$ cat config.mk
export PLATFORM = sky130hd
export DESIGN_NAME = icache_param
export DESIGN_NICKNAME = d
export VERILOG_FILES = /design/src/rtl/icache_param.sv
export SDC_FILE = /design/constraint.sdc
export NUM_CORES = 1
export LEC_CHECK = 0
export ABC_AREA = 1
export CAP_MARGIN = 10
export CELL_PAD_IN_SITES_DETAIL_PLACEMENT = 2
export CELL_PAD_IN_SITES_GLOBAL_PLACEMENT = 2
export CORE_UTILIZATION = 35
export CTS_CLUSTER_DIAMETER = 60
export CTS_CLUSTER_SIZE = 8
export DETAILED_ROUTE_END_ITERATION = 8
export DONT_BUFFER_PORTS = 1
export PLACE_DENSITY = 0.75
export SYNTH_ARGS = -nofsm -noshare
export SYNTH_HDL_FRONTEND = slang
export SYNTH_SLANG_ARGS = --single-unit
$ cat constraint.sdc
create_clock -name CLK -period 5.2 [get_ports CLK]
set_input_delay 1.04 -clock CLK [delete_from_list [all_inputs] [get_ports CLK]]
set_output_delay 1.04 -clock CLK [all_outputs]
set_load 0.02 [all_outputs]
$ cat src/rtl/icache_param.sv
// icache_param: direct-mapped instruction cache with a blocking, word-serial
// line fill over the memory port, a global invalidate and hit/miss counters.
module icache_param #(
  parameter int SETS  = 16,
  parameter int WORDS = 2
) (
  input  logic        CLK,
  input  logic        RST,
  input  logic        imemREN,
  input  logic [31:0] imemaddr,
  output logic        ihit,
  output logic [31:0] imemload,
  input  logic        inval,
  output logic        iREN,
  output logic [31:0] iaddr,
  input  logic [31:0] iload,
  input  logic        iwait,
  output logic [31:0] hit_cnt,
  output logic [31:0] miss_cnt
);

  localparam int OFF_BITS = $clog2(WORDS);
  localparam int IDX_BITS = $clog2(SETS);
  localparam int TAG_BITS = 30 - OFF_BITS - IDX_BITS;
  // WORDS=1 has no offset field, but the fill counter still needs one bit.
  localparam int CNT_BITS = (OFF_BITS == 0) ? 1 : OFF_BITS;

  localparam logic [CNT_BITS-1:0] LAST_WORD = CNT_BITS'(WORDS - 1);
  localparam logic [CNT_BITS-1:0] CNT_ZERO  = CNT_BITS'(0);
  localparam logic [CNT_BITS-1:0] CNT_ONE   = CNT_BITS'(1);
  localparam logic [31:0]         PERF_MAX  = 32'hFFFF_FFFF;

  localparam logic [0:0] IDLE = 1'b0;
  localparam logic [0:0] FILL = 1'b1;

  function automatic logic [CNT_BITS-1:0] addr_offset(input logic [29:0] w);
    return CNT_BITS'(w & 30'(WORDS - 1));
  endfunction

  function automatic logic [IDX_BITS-1:0] addr_index(input logic [29:0] w);
    return IDX_BITS'(w >> OFF_BITS);
  endfunction

  function automatic logic [TAG_BITS-1:0] addr_tag(input logic [29:0] w);
    return TAG_BITS'(w >> (OFF_BITS + IDX_BITS));
  endfunction

  function automatic logic [29:0] fill_word(input logic [TAG_BITS-1:0] t,
                                            input logic [IDX_BITS-1:0] i,
                                            input logic [CNT_BITS-1:0] c);
    return (30'(t) << (IDX_BITS + OFF_BITS)) | (30'(i) << OFF_BITS) |
           (30'(c) & 30'(WORDS - 1));
  endfunction

  logic [0:0]          state_r;
  logic [CNT_BITS-1:0] cnt_r;
  logic [TAG_BITS-1:0] ltag_r;
  logic [IDX_BITS-1:0] lidx_r;
  logic [SETS-1:0]     valid_r;
  logic [TAG_BITS-1:0] tag_mem_r  [SETS];
  logic [31:0]         data_mem_r [SETS][WORDS];
  logic [31:0]         hit_cnt_r;
  logic [31:0]         miss_cnt_r;

  logic [29:0]         word_s;
  logic [CNT_BITS-1:0] off_s;
  logic [IDX_BITS-1:0] idx_s;
  logic [TAG_BITS-1:0] tag_s;
  logic                lookup_s;
  logic                ihit_s;
  logic                accept_s;
  logic                last_s;

  // Address split, tag lookup and the memory-side request.
  always_comb begin
    word_s   = imemaddr[31:2];
    off_s    = addr_offset(word_s);
    idx_s    = addr_index(word_s);
    tag_s    = addr_tag(word_s);
    lookup_s = valid_r[idx_s] && (tag_mem_r[idx_s] == tag_s);
    imemload = data_mem_r[idx_s][off_s];

    if ((state_r == IDLE) && imemREN && !inval && !RST) begin
      ihit_s = lookup_s;
    end else begin
      ihit_s = 1'b0;
    end

    if ((state_r == FILL) && !RST) begin
      iREN  = 1'b1;
      iaddr = {fill_word(ltag_r, lidx_r, cnt_r), 2'b00};
    end else begin
      iREN  = 1'b0;
      iaddr = 32'h0000_0000;
    end

    if ((state_r == FILL) && !RST && !inval && !iwait) begin
      accept_s = 1'b1;
    end else begin
      accept_s = 1'b0;
    end
    last_s = (cnt_r == LAST_WORD);
  end

  assign ihit     = ihit_s;
  assign hit_cnt  = hit_cnt_r;
  assign miss_cnt = miss_cnt_r;

  // Control FSM: miss detection, fill sequencing, invalidate and miss counting.
  always_ff @(posedge CLK) begin
    if (RST) begin
      state_r    <= IDLE;
      cnt_r      <= CNT_ZERO;
      valid_r    <= {SETS{1'b0}};
      miss_cnt_r <= 32'h0000_0000;
    end else if (inval) begin
      state_r <= IDLE;
      cnt_r   <= CNT_ZERO;
      valid_r <= {SETS{1'b0}};
    end else begin
      case (state_r)
        IDLE: begin
          if (imemREN && !lookup_s) begin
            state_r <= FILL;
            ltag_r  <= tag_s;
            lidx_r  <= idx_s;
            cnt_r   <= CNT_ZERO;
            if (miss_cnt_r != PERF_MAX) begin
              miss_cnt_r <= miss_cnt_r + 32'd1;
            end
          end
        end
        FILL: begin
          if (!iwait) begin
            if (last_s) begin
              valid_r[lidx_r] <= 1'b1;
              state_r         <= IDLE;
              cnt_r           <= CNT_ZERO;
            end else begin
              cnt_r <= cnt_r + CNT_ONE;
            end
          end
        end
        default: begin
          state_r <= IDLE;
          cnt_r   <= CNT_ZERO;
        end
      endcase
    end
  end

  // Data and tag arrays; written only by accepted fill beats, never reset.
  always_ff @(posedge CLK) begin
    if (accept_s) begin
      data_mem_r[lidx_r][cnt_r] <= iload;
      if (last_s) begin
        tag_mem_r[lidx_r] <= ltag_r;
      end
    end
  end

  // Hit counter, saturating.
  always_ff @(posedge CLK) begin
    if (RST) begin
      hit_cnt_r <= 32'h0000_0000;
    end else if (ihit_s && (hit_cnt_r != PERF_MAX)) begin
      hit_cnt_r <= hit_cnt_r + 32'd1;
    end
  end

endmodule
# After elaboration in Yosys (flattened, before gate mapping)
# Memory sizes are Yosys's and may differ from the RTL's.
# Index checks and enable logic that the tools add are counted.
[totals] output_inout_bits=130 regBits=111 romBits=0 mem_count=2 mem_bits_rw=1424 latch_bits=0
[classes] n_shift=0 add_sub_neg=3 bitwise_logic=9 n_div=0 n_lt_le_gt_ge=6 mul=0 eq_ne=5 n_mux=26 n_reduce_logical=20
[memory_table] name="data_mem_r" depth=16 word_bits=64 rd=1 rd_clocked_by_memory_dff=0 wr=1 line_no="61" rtl="logic [31:0] data_mem_r [SETS][WORDS];"
[memory_table] name="tag_mem_r" depth=16 word_bits=25 rd=1 rd_clocked_by_memory_dff=0 wr=1 line_no="60" rtl="logic [TAG_BITS-1:0] tag_mem_r [SETS];"
[ops] op="32-bit 2-to-1 mux" n=5
[ops] op="32-bit by 1-bit adder with 32-bit output (second input constant)" n=2
[ops] op="64-bit 2-to-1 mux" n=1
[ops] op="32-bit inequality test (second input constant)" n=2
[ops] op="32-bit demux with 1-bit select" n=1
[ops] op="30-bit by 1-bit OR with 30-bit output" n=1
[ops] op="30-bit by 5-bit OR with 30-bit output" n=1
[ops] op="25-bit == test" n=1
[ops] op="16-bit OR" n=1
[ops] op="1-bit 2-to-1 mux" n=15
[ops] op="1-bit logical AND" n=11
[ops] op="4-bit by 5-bit < comparator with 1-bit output (second input constant)" n=2
[ops] op="4-bit AND reduction" n=2
[ops] op="1-bit binary-select mux with 4-bit select" n=1
[ops] op="1-bit demux with 4-bit select" n=1
[ops] op="2-bit >= comparator (second input constant)" n=2
[ops] op="4-bit by 1-bit >= comparator with 1-bit output (second input constant)" n=1
[ops] op="1-bit logical NOT" n=4
[ops] op="1-bit inverter" n=4
[ops] op="1-bit inverter with 2-bit output" n=2
[ops] op="1-bit one-hot mux with 2 select lines" n=2
[ops] op="3-bit AND reduction" n=1
[ops] op="2-bit by 1-bit < comparator with 1-bit output (second input constant)" n=1
[ops] op="2-bit by 1-bit inequality test with 1-bit output (second input constant)" n=1
[ops] op="4 further kinds" n=4

# Depth between registers and ports, before layout
# Gate-level depths: netlist (run 1).
[logic_depth] ltp_word=7 ltp_mapped=23 depth_no_buf=19

# Least setup slack after synthesis (run 1)
# OpenSTA, ideal clock, no wires.
[synth_path] path_kind="in2reg" start="input RST" end="memory data_mem_r[0][0] (netlist name), enable pin" stages=5 setup_time_ps=472 required_ps=4728 t_arrival_ps=4225 slack_ps=502 cell_sequence="nor2_1 clkbuf_1 nand3_1 clkbuf_1 nor2_1"
[synth_between] elab_chain_len=7
[synth_rtl] element="start, declared" line_no="8" rtl="input logic RST,"
[synth_rtl] element="1-bit logical NOT" line_no="97" rtl="if ((state_r == FILL) && !RST && !inval && !iwait) begin"
[synth_rtl] element="1-bit logical AND (3 in a row)" line_no="97"
[synth_rtl] element="1-bit 2-to-1 mux" line_no="97"
[synth_rtl] element="1-bit 2-to-1 mux" line_no="154" rtl="if (accept_s) begin"
[synth_rtl] element="64-bit 2-to-1 mux (not written as such)" line_no="155" rtl="data_mem_r[lidx_r][cnt_r] <= iload;"
[synth_rtl] element="end, declared" line_no="61"
# Every way passes these cells.

# Worst setup path after layout (run 1)
[layout_path] start="input imemaddr[3]" end="output imemload[28]"
[layout_between] elab_chain_len=4
[layout_rtl] element="start, declared" line_no="10" rtl="input logic [31:0] imemaddr,"
[layout_rtl] element="memory read 16 x 64 bit"
[layout_rtl] element="32-bit 2-to-1 mux (not written as such) (3 in a row)" line_no="81" rtl="imemload = data_mem_r[idx_s][off_s];"
[layout_rtl] element="end, declared" line_no="12" rtl="output logic [31:0] imemload,"
# Every way passes these cells. The select of a mux whose other input is x is not followed.

==> impl_summary.md, run 1 <==
Clocking
The clock tree synthesis step divided the H-tree into 4 levels. After clock tree synthesis, the repair step resized 0 gates. In this run the clock root is driven by a sky130_fd_sc_hd__clkbuf_16. The clock transition at the registers of the reported paths is roughly 50 ps. The CTS buffer count is between 200 and 250. The setup fix buffers added after clock tree synthesis is 0. The number of buffers on the longest clock path is 3. The insertion delay to the later sink of the worst-skew pair is 840 ps. The total of hold buffers inserted after clock tree synthesis is 0. TritonCTS built the clock tree. The number of sinks driven by the clock tree is ~1500.

Setup path
The peak fanout along the critical path is between 700 and 800. The element type at the critical path end is an output port. The worst setup path is launched from an input pin.

The type of the worst setup path is in2out. At the worst endpoint, the arrival time is roughly 4800 ps. For the worst setup path, the data required time is between 4000 and 5000 ps.

Synth
The number of flops mapped to enable cells by yosys is 1453. For this run, asynchronously set or reset flops after synthesis account for 0. The number of distinct library cells after synthesis is 36. The sequential-to-total area share from yosys stat is 0.722. The cell area that synthesis handed to floorplanning was between 60000 and 70000 um2. The average cell area after synthesis is ~12 um2.

Counting flops and latches in the post-synthesis netlist gives roughly 1500. The dominant register cell in the synthesized netlist is sky130_fd_sc_hd__edfxtp_1. For this run, the number of Yosys warnings is 0. The gate count after technology mapping is approximately 5300.

Detailed routing
The number of vias in the routed layout is 44300. The number of nets with antenna violations after detailed routing is 0. The residual DRC count is 0.

The number of search-and-repair iterations in the first detailed-routing pass is 5. In the final routed layout, each cell accounts on average for just under 30 um. The detail-routed via count per cell is 5.73.

The total wire length is around 230000 um. The starting DRC count in detailed routing is 3482.

Hold path
The path type of the worst min-delay path is in2reg.

Floorplanning
The die covers approximately 180000 um2. The floorplan die height is approximately 430 um. The initialized floorplan defines about 160 standard-cell rows. The overall die width is 425 um.

The initial utilization of the core area, before any placement, comes to 0.352. The core footprint is approximately 180000 um2. ~200 I/O pins were placed.

Timing
Across all setup checks in the final design, the least slack found is -647 ps. The post-route minimum period is just under 6000 ps. The slew at the pin with the worst max-slew slack is 3400 ps. Derived from the worst setup path, the maximum achievable clock frequency is about 170 MHz. Setup repair after global routing left no endpoint under its margin. The worst hold slack is 277 ps. Headroom to the max-slew limit came out at -1.27. The final-report setup violation count is 31. The number of failing hold endpoints at the final stage is 0. After routing, the total negative slack on setup checks comes to -7840 ps. Dividing the final minimum period by the clock period gives 1.12. The worst-case clock skew is 39.3 ps. The final number of max-transition violations was between 500 and 600.

Power and ir drop
The switching share of power is 0.223. The sequential cell fraction of total power is 0.498. The largest voltage drop on the vdd net is just under 400 uV.

The power per unit of standard cell area is about 380 nW/um2. The clock share of power is 0.460. The internal power is 0.0211 W.

The switching power summed over all nets is around 0.0061 W. The combinational share of power is 0.042. Summed over all cells, the static leakage comes to around 24 nW.

Cells and area
Once layout is done, the placed cells without fillers occupy just over 70000 um2. From synthesis to final layout, the design area changed by 14.2%. The net total in the final layout is approximately 5400.

The post-layout instance count excluding filler cells is ~7700. The share of post-route cells with drive strength above 1 is 0.0779. The number of inserted diodes is 0.

Flow run
The number of max-capacitance violations reported is 0.

Global route
The via count of the first global-routing pass is a little under 50000. Entering global routing, the biggest net connects 746 pins. The residual overflow from global routing is 0. The wire length of the first global-routing pass is between 300000 and 400000 um. The total track usage is 0.248. The number of antenna violations at the first check in global routing came to 4.

Place
Once placement completed, the tool counted placed cells totaling roughly 7500. The count of input and output buffers is 0. The post-placement cell area is ~66000 um2. The HPWL after detailed placement is ~120000 um. The placer's final routability congestion estimate is around 0.76.

Outcome
The checks that failed: max-slew violations, negative setup slack. The flow ran to the end, but the final reports show violations.
-- cell usage after synthesis, types with 21 or more instances --
cell	number	area [um2]
sky130_fd_sc_hd__nor3_1	23	115
sky130_fd_sc_hd__edfxtp_1	1453	43600
sky130_fd_sc_hd__clkbuf_1	232	871
sky130_fd_sc_hd__nor2_1	831	3120
sky130_fd_sc_hd__o221ai_1	194	1700
sky130_fd_sc_hd__a32oi_1	24	210
sky130_fd_sc_hd__nand2_1	811	3040
sky130_fd_sc_hd__nand3_1	370	1850
sky130_fd_sc_hd__buf_1	30	113
sky130_fd_sc_hd__inv_1	357	1340
sky130_fd_sc_hd__o21ai_0	570	2850
sky130_fd_sc_hd__buf_2	50	250
sky130_fd_sc_hd__nand4_1	65	407
sky130_fd_sc_hd__o21bai_1	22	165
sky130_fd_sc_hd__a31oi_1	32	200
sky130_fd_sc_hd__buf_4	21	158
sky130_fd_sc_hd__dfxtp_1	82	1640
sky130_fd_sc_hd__o22ai_1	71	444
-- placed cells by master, fill, tap and decap left out, types with 3 or more instances in the layout --
| cell | count |
|---|---|
| sky130_fd_sc_hd__clkinv_8 | 6 |
| sky130_fd_sc_hd__inv_8 | 3 |
| sky130_fd_sc_hd__nor2_1 | 797 |
| sky130_fd_sc_hd__edfxtp_1 | 1453 |
| sky130_fd_sc_hd__nand3b_1 | 6 |
| sky130_fd_sc_hd__o21ai_1 | 10 |
| sky130_fd_sc_hd__a32oi_1 | 24 |
| sky130_fd_sc_hd__buf_4 | 112 |
| sky130_fd_sc_hd__o21bai_1 | 22 |
| sky130_fd_sc_hd__nor2_4 | 33 |
| sky130_fd_sc_hd__a21oi_1 | 6 |
| sky130_fd_sc_hd__o211ai_1 | 19 |
| sky130_fd_sc_hd__dfxtp_1 | 82 |
| sky130_fd_sc_hd__clkbuf_1 | 27 |
| sky130_fd_sc_hd__o21ai_0 | 570 |
| sky130_fd_sc_hd__xor2_1 | 7 |
| sky130_fd_sc_hd__o221ai_1 | 194 |
| sky130_fd_sc_hd__clkbuf_16 | 212 |
| sky130_fd_sc_hd__inv_2 | 3 |
| sky130_fd_sc_hd__nand3_2 | 4 |
| sky130_fd_sc_hd__clkinv_16 | 8 |
| sky130_fd_sc_hd__nand4_1 | 65 |
| sky130_fd_sc_hd__buf_12 | 27 |
| sky130_fd_sc_hd__nor3_1 | 22 |
| sky130_fd_sc_hd__a31oi_1 | 32 |
| sky130_fd_sc_hd__nor4_1 | 11 |
| sky130_fd_sc_hd__nand2_1 | 811 |
| sky130_fd_sc_hd__inv_1 | 354 |
| sky130_fd_sc_hd__o22ai_1 | 71 |
| sky130_fd_sc_hd__nor2_2 | 3 |
| sky130_fd_sc_hd__nand3_1 | 368 |
-- area by class of cell --
type / instances / area, um2
Inverter: 362 / 1410
Sequential cell: 1535 / 45300
Timing Repair inverter: 1 / 11.3
Multi-Input combinational cell: 3086 / 14900
Clock buffer: 240 / 5420
Clock inverter: 17 / 330
Fill cell: 17900 / 107000
Tap cell: 2355 / 2950
Timing Repair Buffer: 139 / 1380
-- logic make-up after synthesis --
| kind of cell | after synthesis | share of synthesized area |
|---|---|---|
| compound gates | 948 | 0.0924 |
| xor+xnor | 7 | 0.000977 |
| fa+ha+maj | 2 | 0.000399 |
| buf+inv | 704 | 0.0455 |
| flops | 1535 | 0.722 |
| other cells | 1 | 0.0000598 |
| simple gates | 2127 | 0.139 |
-- worst max-delay path, stage by stage --
cell	delay [ps]
sky130_fd_sc_hd__o21ai_0	1170
sky130_fd_sc_hd__o22ai_1	190
sky130_fd_sc_hd__nor2_1	150
sky130_fd_sc_hd__nor2_1	70
sky130_fd_sc_hd__o21ai_0	170
sky130_fd_sc_hd__a32oi_1	160
sky130_fd_sc_hd__buf_4	210
-- stage by stage --
stage,power (W),setup WS [ps],util
after floorplan,0.0146,502,-
after global placement,0.0148,158,0.370
after detailed placement,0.0149,163,0.370
after CTS,0.0274,83.0,0.402
after global routing,0.0279,58.8,0.402
final,0.0272,-647,0.402
-- flip-flops by register name, summed over array words and instances, names as in the netlist --
register    flops
cnt_r           1
data_mem_r   1024
hit_cnt        32
lidx_r          4
ltag_r         25
miss_cnt       32
state_r         1
tag_mem_r     400
valid_r        16
-- final timing paths --
check	startpoint	endpoint	slack, ps	cells after the start
setup / recovery	imemaddr[3]	imemload[28]	-650	7
hold / removal	RST	miss_cnt[25]	280	1
setup reg to reg	miss_cnt[0]	miss_cnt[26]	1660	15
hold reg to reg	valid_r[12]	valid_r[12]	470	2
-- metal layers --
metal / part of all wire / track usage / vias up
met1: 0.40 / 0.305 / 23600
met4: 0.035 / 0.0905 / 2
met5: 0.000057 / 0 / -
li1: - / - / 19000
met2: 0.51 / 0.433 / 1315
met3: 0.055 / 0.0457 / 426
-- power groups by stage --
stage | logic (W) | clock network [W] | registers (W)
6_report | 0.00114 | 0.0125 | 0.0136
5_1_grt | 0.00123 | 0.0131 | 0.0136
4_1_cts | 0.00114 | 0.0127 | 0.0136
3_5_place_dp | 0.00112 | 0 | 0.0138
3_3_place_gp | 0.00105 | 0 | 0.0138
2_1_floorplan | 0.000825 | 0 | 0.0138
Note: power is estimated with default switching activity, not from simulation.
==> inputs of run 2 (changes only) <==
--- a/config.mk
+++ b/config.mk
@@ -5,7 +5,6 @@
 export SDC_FILE = /design/constraint.sdc
 export NUM_CORES = 1
 export LEC_CHECK = 0
-export ABC_AREA = 1
 export CAP_MARGIN = 10
 export CELL_PAD_IN_SITES_DETAIL_PLACEMENT = 2
 export CELL_PAD_IN_SITES_GLOBAL_PLACEMENT = 2
@@ -14,7 +13,8 @@
 export CTS_CLUSTER_SIZE = 8
 export DETAILED_ROUTE_END_ITERATION = 8
 export DONT_BUFFER_PORTS = 1
-export PLACE_DENSITY = 0.75
+export PLACE_DENSITY = 0.68
+export SLEW_MARGIN = 20
 export SYNTH_ARGS = -nofsm -noshare
 export SYNTH_HDL_FRONTEND = slang
 export SYNTH_SLANG_ARGS = --single-unit
==> run 2 against run 1 <==
  * Highest routed layer is now met4
  * The run ends with negative setup slack left
  * Register-to-register slack worse by 380 ps
  * Die area is 4.1% lower
  * Utilization is 0.49 points higher
  * Maximum frequency is 1.4% higher
==> impl_summary.md, run 2 <==
Global route
The wire length of the first global-routing pass came to 253000 um (was 330000 um). The via count of the first global-routing pass was 32900 (was 48200). The residual overflow from global routing was 0 (unchanged). The number of antenna violations at the first check in global routing is 3 (was 4).

The pin count of the biggest net entering global routing is 339 (was 746). The total track usage came to 0.206 (was 0.248).

Cells and area
The layout overhead on the synthesized area is 15.1% (was 14.2%). The largest register by flop count was data_mem_r (unchanged). Commonest cells after routing, fill and taps aside: sky130_fd_sc_hd__edfxtp_1, sky130_fd_sc_hd__mux4_2, sky130_fd_sc_hd__clkbuf_16, sky130_fd_sc_hd__mux2i_1, sky130_fd_sc_hd__dfxtp_1 (was sky130_fd_sc_hd__edfxtp_1, sky130_fd_sc_hd__nand2_1, sky130_fd_sc_hd__nor2_1, sky130_fd_sc_hd__o21ai_0, sky130_fd_sc_hd__nand3_1). The post-layout instance count excluding filler cells is 5236 (was 7735). Registers with the most flip-flops: data_mem_r x1024, tag_mem_r x400 (unchanged). The commonest non-fill, non-tap cell in the layout is sky130_fd_sc_hd__edfxtp_1 (unchanged). The share of post-route cells with drive strength above 1 is 0.275 (was 0.0779).

The number of flip-flops under the largest register name was 1024 (unchanged). The net total in the final layout is 3039 (was 5407).

Floorplanning
The row count is 151 (was 155). The core footprint is 170000 um2 (was 178000 um2). The overall die width was 416 um (was 425 um). The starting density of the core is 0.354 (was 0.352). The floorplan die area was 173000 um2 (was 181000 um2). The floorplan die height is 416 um (was 425 um). The top-level port count is 199 (unchanged).

Timing
The setup slack of the critical path after layout is -564 ps (was -647 ps). The number of failing hold endpoints at the final stage is 0 (unchanged). The slew at the pin with the worst max-slew slack is 1500 ps (was 3400 ps). The headroom to the max-slew limit is 0.000964 (was -1.27). The final-report setup violation count was 1 (was 31). The period utilization is 1.11 (was 1.12). The worst hold slack is 272 ps (was 277 ps). The final number of max-transition violations is 0 (was 585). The achievable frequency is 174 MHz (was 171 MHz). The worst-case clock skew came to 68.1 ps (was 39.3 ps).

The post-route minimum period came to 5760 ps (was 5850 ps).

Power and ir drop
The largest voltage drop on the vdd net is 365 uV (was 398 uV). The power per unit of standard cell area is 391 nW/um2 (was 380 nW/um2). The total leakage power is 21.7 nW (was 24.4 nW).

Clocking
The number of sinks driven by the clock tree is 1535 (unchanged). The number of buffers on the longest clock path is 3 (unchanged). The depth of the CTS H-tree was 4 (unchanged). The insertion delay to the later sink of the worst-skew pair is 870 ps (was 840 ps). The clock transition at the registers of the reported paths is 50 ps (about the same). The CTS buffer count was 215 (was 211). The root cell of the clock tree is sky130_fd_sc_hd__clkbuf_16 (unchanged).

The clock tree from TritonCTS is built (unchanged).

Place
The HPWL after detailed placement came to 94900 um (was 120000 um). The placer's final routability congestion estimate came to 0.755 (was 0.765). The count of input and output buffers was 0 (unchanged). The placement-stage worst setup slack is -249 ps (was 163 ps).

The total instance count after detailed placement is 4966 (was 7477).

Flow run
The number of max-capacitance violations reported came to 0 (unchanged).

Synth
The average cell area after synthesis is 21.2 um2 (was 11.8 um2). The biggest area consumer among synthesized cells was sky130_fd_sc_hd__edfxtp_1 (unchanged). The library cell with the highest instance count after synthesis was sky130_fd_sc_hd__edfxtp_1 (unchanged). Top cells by instance count after synthesis: sky130_fd_sc_hd__edfxtp_1, sky130_fd_sc_hd__mux4_2, sky130_fd_sc_hd__mux2i_1 (was sky130_fd_sc_hd__edfxtp_1, sky130_fd_sc_hd__nor2_1, sky130_fd_sc_hd__nand2_1). Ranking of synthesized cells by area: sky130_fd_sc_hd__edfxtp_1, sky130_fd_sc_hd__mux4_2, sky130_fd_sc_hd__dfxtp_1, sky130_fd_sc_hd__mux2i_1, sky130_fd_sc_hd__mux2_2 (was sky130_fd_sc_hd__edfxtp_1, sky130_fd_sc_hd__nor2_1, sky130_fd_sc_hd__nand2_1, sky130_fd_sc_hd__o21ai_0, sky130_fd_sc_hd__nand3_1).

The number of flops mapped to enable cells by yosys was 1453 (unchanged). The gate count after technology mapping came to 2832 (was 5324). The sequential-to-total area share from yosys stat is 0.753 (was 0.722). The count of yosys warnings during synthesis was 0 (unchanged).

The share of synthesized flip-flops with an asynchronous set or reset was 0 (unchanged). The fraction of post-synthesis cell area in the top cell type by area was 0.726 (was 0.695). The number of distinct library cells after synthesis is 70 (was 36). The total of flip-flops plus latches after synthesis is 1535 (unchanged). The dominant register cell in the synthesized netlist is sky130_fd_sc_hd__edfxtp_1 (unchanged). The synthesized area is 60100 um2 (was 62700 um2).

Detailed routing
The detail-routed via count per cell is 5.73 (about the same). The starting DRC count in detailed routing is 2563 (was 3482). The number of vias in the routed layout was 30000 (was 44300). The top routing layer in use is met4 (was met5). The met2 wire length is 94700 um (was 116000 um).

The wire length the detailed router placed on met1 is 71600 um (was 92100 um). The wire length per cell after detailed routing is 34.4 um (was 29.5 um). The residual DRC count is 0 (unchanged). The met3 wirelength from detailed routing is 9860 um (was 12600 um). The number of search-and-repair iterations in the first detailed-routing pass is 5 (unchanged).

The number of nets with antenna violations after detailed routing is 0 (unchanged). The total wire length is 180000 um (was 228000 um).

Outcome
Violated checks: negative setup slack (was max-slew violations, negative setup slack). Run status: complete, but fails checks (unchanged).

Setup path
The element type at the critical path end is an output port (unchanged). The required time reported for the critical path endpoint is 4160 ps (about the same). The reg-to-reg startpoint is hit_cnt[3] (was miss_cnt[0]). The slowest cell on the critical path is sky130_fd_sc_hd__mux4_2 (was sky130_fd_sc_hd__o21ai_0). The slack of the worst reg-to-reg path is 1280 ps (was 1660 ps). The startpoint class of the critical path is an input pin (unchanged). The type of the worst setup path was in2out (unchanged). The depth of the worst register-to-register path is 10 (was 15). The capturing point of the worst reg2reg path was hit_cnt[15] (was miss_cnt[26]).

The peak fanout along the critical path is 318 (was 746). The arrival time of the worst setup path is 4720 ps (was 4810 ps). The delay contributed by the slowest stage of the critical path was 990 ps (was 1170 ps). Ordered cell list for the critical path: mux4_2 -> mux2i_4 -> xor2_2 -> o221ai_2 -> o41ai_2 -> buf_4 -> nand3_1 -> nor4_4 -> buf_4 -> buf_4 (was o21ai_0 -> o22ai_1 -> nor2_1 -> nor2_1 -> o21ai_0 -> a32oi_1 -> buf_4). The most frequent cell on the critical path is sky130_fd_sc_hd__buf_4. The gate family responsible for the most delay along the worst path is multiplexers (was compound AO/OA/AOI/OAI gates). The count of buffer and inverter cells on the critical path was 3 (was 1).

Hold path
The end point of the most critical hold path is data_mem_r[4][49] (was miss_cnt[25]). The path type of the worst min-delay path is in2reg (unchanged). The number of instances on the worst hold path is 0 (was 1). The critical hold path startpoint is iload[17] (was RST).
run 2: kinds of logic after synthesis:
kind of cell               after synthesis  share of synthesized area
buffers and inverters                  164                     0.0140
other                                    1                  0.0000624
adders and majority gates                2                   0.000416
xor gates and xnor gates                31                    0.00452
AOI/OAI and AO/OA                      141                     0.0170
muxes                                  554                      0.175
and+or+nand+nor                        404                     0.0364
DFF                                   1535                      0.753
run 2: power by group:
| part | total, W | internal (W) | leakage [nW] | switching [W] |
|---|---|---|---|---|
| Sequential | 0.0135 | 0.0135 | 13.7 | 0.0000277 |
| Clock | 0.0128 | 0.00759 | 2.90 | 0.00518 |
| Combinational | 0.000749 | 0.000429 | 5.11 | 0.000320 |
| Total | 0.0271 | 0.0215 | 21.7 | 0.00553 |
run 2: what timing repair did:
item / in CTS / in global routing
gates resized for setup: 3 / 10
pin swaps: 0 / 4
buffers inserted: 0 / 1
endpoints found under the setup margin: 1 / 1
hold buffers: 0 / 0
run 2: metrics by stage:
stage	TNS (ps)	utilization	total power, W	area, um2
finish	-564	0.407	0.0271	69200
global route	-360	0.407	0.0277	69200
CTS	0	0.406	0.0273	69100
detailed placement	-249	0.371	0.0145	63100
global placement	-224	0.371	0.0145	63100
floorplan	0	-	0.0145	60100
run 2: how the worst max path moves through the flow:
stage	start	endpoint	slack [ps]	cells after the start
after floorplan	imemaddr[3]	imemload[0]	220	10
final	imemaddr[4]	ihit	-560	10
after CTS	imemaddr[4]	ihit	10	10
after global placement	imemaddr[3]	ihit	-220	11
after global routing	imemaddr[3]	ihit	-360	8
after detailed placement	imemaddr[3]	ihit	-250	11
run 2: final cells by class:
type / count / area (um2)
Inverter: 6 / 27.5
Tap cell: 2218 / 2780
Clock buffer: 246 / 5610
Multi-Input combinational cell: 1134 / 14400
Clock inverter: 20 / 363
Antenna cell: 1 / 2.50
Sequential cell: 1535 / 45300
Timing Repair Buffer: 76 / 778
Fill cell: 15600 / 101000
run 2: per-layer routing:
metal | GRT usage | up-vias
met2 | 0.367 | 1021
met1 | 0.257 | 16700
li1 | - | 12000
met5 | 0 | -
met4 | 0.0539 | 0
met3 | 0.0381 | 238
run 2: worst register-to-register path, stage by stage (launching register included):
cell and delay (ps):
sky130_fd_sc_hd__dfxtp_1 580, sky130_fd_sc_hd__and3_1 280, sky130_fd_sc_hd__and3_1 280, sky130_fd_sc_hd__and4_1 470, sky130_fd_sc_hd__nand3_1 310, sky130_fd_sc_hd__or3_1 560, sky130_fd_sc_hd__nor2_1 130, sky130_fd_sc_hd__buf_4 210
sky130_fd_sc_hd__or3_1 540, sky130_fd_sc_hd__nor3_1 150, sky130_fd_sc_hd__mux2_2 300
